<file path="config.mk">
export PLATFORM = sky130hd
export DESIGN_NAME = instr_word_encoder
export DESIGN_NICKNAME = d
export VERILOG_FILES = /design/src/rtl/instr_word_encoder.sv
export SDC_FILE = /design/constraint.sdc
export NUM_CORES = 1
export LEC_CHECK = 0
export CORE_UTILIZATION = 30
export DETAILED_ROUTE_END_ITERATION = 16
export DONT_BUFFER_PORTS = 1
export RECOVER_POWER = 100
export SLEW_MARGIN = 20
export SYNTH_ARGS = -nofsm -noshare
export SYNTH_HDL_FRONTEND = slang
export SYNTH_SLANG_ARGS = --single-unit
export TNS_END_PERCENT = 1
</file>
<file path="constraint.sdc">
create_clock -name clk -period 15.39 [get_ports clk]
set_input_delay 3.078 -clock clk [delete_from_list [all_inputs] [get_ports clk]]
set_output_delay 3.078 -clock clk [all_outputs]
set_load 0.005 [all_outputs]
</file>
<file path="src/rtl/instr_word_encoder.sv">
// instr_word_encoder: builds 32-bit MIPS words from an instruction kind plus
// operand fields and queues up to two of them, each tagged with its
// instruction-memory byte address. Entry 0 is always the head; a pop shifts
// entry 1 down.
module instr_word_encoder #(
  parameter logic [31:0] BASE_ADDR = 32'h0000_0000,
  parameter logic [31:0] ADDR_STEP = 32'd4
) (
  input  logic        clk,
  input  logic        rst,
  input  logic        flush,
  input  logic        in_valid,
  output logic        in_ready,
  input  logic [3:0]  in_kind,
  input  logic [4:0]  in_rs,
  input  logic [4:0]  in_rt,
  input  logic [4:0]  in_rd,
  input  logic [15:0] in_imm,
  input  logic [25:0] in_target,
  output logic        out_valid,
  input  logic        out_ready,
  output logic [31:0] out_instr,
  output logic [31:0] out_addr,
  output logic        err_illegal,
  output logic [15:0] emit_cnt
);

  typedef enum logic [3:0] {
    K_ADD = 4'd0, K_SUB = 4'd1, K_AND = 4'd2, K_OR  = 4'd3,
    K_SLT = 4'd4, K_LW  = 4'd5, K_SW  = 4'd6, K_BEQ = 4'd7,
    K_J   = 4'd8, K_LUI = 4'd9, K_ORI = 4'd10, K_NOP = 4'd11
  } kind_e;

  logic [31:0] instr0_q, instr0_d, instr1_q, instr1_d;
  logic [31:0] addr0_q, addr0_d, addr1_q, addr1_d;
  logic [1:0]  cnt_q, cnt_d;
  logic [31:0] addr_q, addr_d;
  logic        err_q, err_d;
  logic [15:0] emit_q, emit_d;

  logic        legal;
  logic        push;
  logic        pop;
  logic        take_illegal;
  logic [31:0] word;

  function automatic logic [31:0] r_word(input logic [4:0] rs, input logic [4:0] rt,
                                         input logic [4:0] rd, input logic [5:0] funct);
    return {6'b000000, rs, rt, rd, 5'b00000, funct};
  endfunction

  function automatic logic [31:0] i_word(input logic [5:0] op, input logic [4:0] rs,
                                         input logic [4:0] rt, input logic [15:0] imm);
    return {op, rs, rt, imm};
  endfunction

  assign legal     = (in_kind <= K_NOP);
  assign in_ready  = (cnt_q != 2'd2);
  assign out_valid = (cnt_q != 2'd0);
  assign out_instr = out_valid ? instr0_q : 32'h0;
  assign out_addr  = out_valid ? addr0_q  : 32'h0;
  assign err_illegal = err_q;
  assign emit_cnt  = emit_q;

  assign push         = in_valid && in_ready && legal;
  assign take_illegal = in_valid && in_ready && !legal;
  assign pop          = out_valid && out_ready;

  // Field assembly for the requested kind; unused fields are simply dropped.
  always_comb begin
    word = 32'h0;
    case (in_kind)
      K_ADD: word = r_word(in_rs, in_rt, in_rd, 6'b100000);
      K_SUB: word = r_word(in_rs, in_rt, in_rd, 6'b100010);
      K_AND: word = r_word(in_rs, in_rt, in_rd, 6'b100100);
      K_OR:  word = r_word(in_rs, in_rt, in_rd, 6'b100101);
      K_SLT: word = r_word(in_rs, in_rt, in_rd, 6'b101010);
      K_LW:  word = i_word(6'b100011, in_rs, in_rt, in_imm);
      K_SW:  word = i_word(6'b101011, in_rs, in_rt, in_imm);
      K_BEQ: word = i_word(6'b000100, in_rs, in_rt, in_imm);
      K_J:   word = {6'b000010, in_target};
      K_LUI: word = i_word(6'b001111, 5'd0, in_rt, in_imm);
      K_ORI: word = i_word(6'b001101, in_rs, in_rt, in_imm);
      default: word = 32'h0;
    endcase
  end

  // Buffer, address, counter and sticky-error next state; flush wins over all.
  always_comb begin
    instr0_d = instr0_q;
    instr1_d = instr1_q;
    addr0_d  = addr0_q;
    addr1_d  = addr1_q;
    cnt_d    = cnt_q;
    addr_d   = addr_q;
    err_d    = err_q;
    emit_d   = emit_q;
    if (flush) begin
      cnt_d  = 2'd0;
      addr_d = BASE_ADDR;
      err_d  = 1'b0;
      emit_d = 16'd0;
    end else begin
      if (take_illegal) err_d = 1'b1;
      if (push) addr_d = addr_q + ADDR_STEP;
      if (pop) emit_d = emit_q + 16'd1;
      case ({push, pop})
        2'b10: begin
          if (cnt_q == 2'd0) begin
            instr0_d = word;
            addr0_d  = addr_q;
          end else begin
            instr1_d = word;
            addr1_d  = addr_q;
          end
          cnt_d = cnt_q + 2'd1;
        end
        2'b01: begin
          instr0_d = instr1_q;
          addr0_d  = addr1_q;
          cnt_d    = cnt_q - 2'd1;
        end
        2'b11: begin
          // only reachable at occupancy 1: the new word becomes the head
          instr0_d = word;
          addr0_d  = addr_q;
        end
        default: ;
      endcase
    end
  end

  // State registers with asynchronous reset.
  always_ff @(posedge clk or posedge rst) begin
    if (rst) begin
      instr0_q <= 32'h0;
      instr1_q <= 32'h0;
      addr0_q  <= 32'h0;
      addr1_q  <= 32'h0;
      cnt_q    <= 2'd0;
      addr_q   <= BASE_ADDR;
      err_q    <= 1'b0;
      emit_q   <= 16'd0;
    end else begin
      instr0_q <= instr0_d;
      instr1_q <= instr1_d;
      addr0_q  <= addr0_d;
      addr1_q  <= addr1_d;
      cnt_q    <= cnt_d;
      addr_q   <= addr_d;
      err_q    <= err_d;
      emit_q   <= emit_d;
    end
  end

endmodule

</file>
==> metrics.cfg <==
[critical_path]
reg2reg_slack_ns=8.32
critPathKind=in -> async
path_cells=clkinvlp_2 -> clkbuf_1
cp.arrival_ns=8.49
cp-end-kind=async pin
r2r_end=instr0_q[14]
required_ns=15.13
critical-path-max-stage-delay_ns=2.64
start_kind=input pin
reg2reg_from=cnt_q[1]
crit_fanout=106
critPathBufInv=2
critPathSlowestCell=clkinvlp_2
crit_family=buffers and inverters
reg2reg_depth=7

[run_status]
status=finished, violations left
failed_checks=max-capacitance violations, max-slew violations

[clocking]
path_clk_slew_ns=0.07
h-tree-depth=4
cts_tree=done
cts-root-buf=clkbuf_16
cts_setup_buffers=0
cts_made_buffers=17
clk_path_buf_depth=2
worstSkewPairLatency_ns=0.42
clock-sinks=171
cts_resized=0
postCtsHoldBufs=0

[sta]
worst_pin_slew_ns=4.86
setup_viol=0
maxSlewHeadroom=-2.26
skew_ns=0.0102
worst_slack_ns=6.64
clock.fmax_mhz=114
fin_crit_sh=0.568
hold_viol=0
final-max-slew-violation-count=423
period_minus_slack_ns=8.75
tns_ns=0
rsz0062_at_grt=false

[place]
portBuffers=0
dpl.hpwl_um=13100
gp_congestion=0.771
dpl_worst_slack_ns=10.36

[drt]
vias=6346
wl_per_cell_um=15.9
via_per_inst=4.95
drc=0
drtAntennaViolNets=0
dr.first_iter.drc_count=329
dr.pass1.iters=6
routed_wl_um=20400

[power]
vdd_drop_max_uv=60.5
p_leak_nw=3.77
power_mw=1.07
p_per_area_nw_per_um2=114

[hold_path]
min_from=addr0_q[21]
holdPathStages=2
hold_path_class=reg -> reg
hold_end=addr0_q[21]

[synth]
ys_warn_count=0
yosysMostFrequentCell=dfrtp_1
mappedNetlistArea_um2=8590
synth.top_cells.by_count=dfrtp_1, nand2_1, o21ai_0
ys_types=55
seq_area_frac_synth=0.498
synthTopCellsByArea=dfrtp_1, nand2_1, o21ai_0
syn_inst=932
syn_avg_cell_area_um2=9.21
synth-edff-count=0
yosysTopAreaCell=dfrtp_1
ys.flop_type=dfrtp_1
ys_async_sr_fraction=1.00
ys_seq_elements=171
synthDominantCellAreaShare=0.498

[global_routing]
grt_overflow=0
antenna_found_initial=0
grt_usage=0.143
grt_max_degree=107
grt_pass1_wl_um=32700
grt_pass1_vias=6051

[run]
drv_cap=7

[finish]
area_delta_synth_final_pct=8.64
n_antenna_cell=0
fill_cells=2933
nets=960
drive_above_1_share=0.0652

[floorplan]
start_util=0.307
die_w_um=171
die_area_um2=29300
rows=61
die_y_um=171
io_pins=149
core_area_um2=27900

## per-layer routing
metal / GRT usage / part of all wire / vias to the layer above
met4: 0.0396 / 0.010 / 0
met3: 0.0366 / 0.054 / 13
met2: 0.231 / 0.47 / 140
li1: - / - / 3113
met5: 0 / 0 / -
met1: 0.189 / 0.47 / 3080
## cell families (layout without fill, tap and decap cells)
group	after synthesis	count (layout)	synth area share
simple gates	412	412	0.236
compound gates	196	196	0.136
flops	171	171	0.498
buf+inv	80	51	0.0401
xor+xnor	37	37	0.0377
mux	33	33	0.0490
fa+ha+maj	2	2	0.00291
other cells	1	3	0.000437
## cell usage in the layout (no fill, tap or decap), drive strengths merged, types with 22 or more instances in the layout
cell type and count:
a21oi 30, clkbuf 22, nor2b 70, o21ai 92, a31oi 26, dfrtp 171
nand2 145, mux2 30, xnor2 25, nor2 90
## sequential cells by signal, indices dropped and copies added (netlist names)
register	count
emit_cnt	16
addr_q	30
instr0_q	31
addr1_q	30
instr1_q	31
addr0_q	30
err_illegal	1
cnt_q	2
## per-stage QoR
| step | cell area (µm²) | util | instances | hold WS, ns |
|---|---|---|---|---|
| detailed placement | 8850 | 0.317 | 1250 | 0.465 |
| floorplan | 8590 | - | 934 | 0.442 |
| global route | 9330 | 0.334 | 1283 | 0.500 |
| finish | 9330 | 0.334 | 1283 | 0.475 |
| CTS | 9430 | 0.337 | 1282 | 0.481 |
| global placement | 8850 | 0.317 | 1250 | 0.457 |
## worst min-delay path, delay by kind of cell, from the launching register on
family	cells	cell delay [ns]
DFF	1	0.34
AOI/OAI and AO/OA	1	0.06
and+or+nand+nor	1	0.05
## layout make-up
type	count	area (µm²)	share of cell area
Clock buffer	17	425	0.0456
Clock inverter	15	151	0.0162
Inverter	11	42.5	0.00456
Multi-Input combinational cell	683	3920	0.420
Sequential cell	171	4280	0.459
Tap cell	378	473	0.0507
Timing Repair Buffer	8	41.3	0.00443
## report_power, final
part           leakage (nW)  total, mW  switching [mW]  internal [mW]
clock                 0.282      0.422           0.206          0.216
sequential             2.28      0.528          0.0281          0.500
combinational          1.21      0.117          0.0689         0.0478
## worst max path at each step
| stage | start | endpoint | cells past startpoint |
|---|---|---|---|
| 2_1_floorplan | rst | addr0_q[10] | 1 |
| 3_3_place_gp | in_valid | instr0_q[13] | 6 |
| 3_5_place_dp | in_valid | instr0_q[13] | 6 |
| 4_1_cts | cnt_q[1] | out_instr[27] | 3 |
| 5_1_grt | rst | addr_q[24] | 2 |
| 6_report | rst | addr1_q[14] | 2 |
No activity file was read; power rests on OpenSTA's default activity.
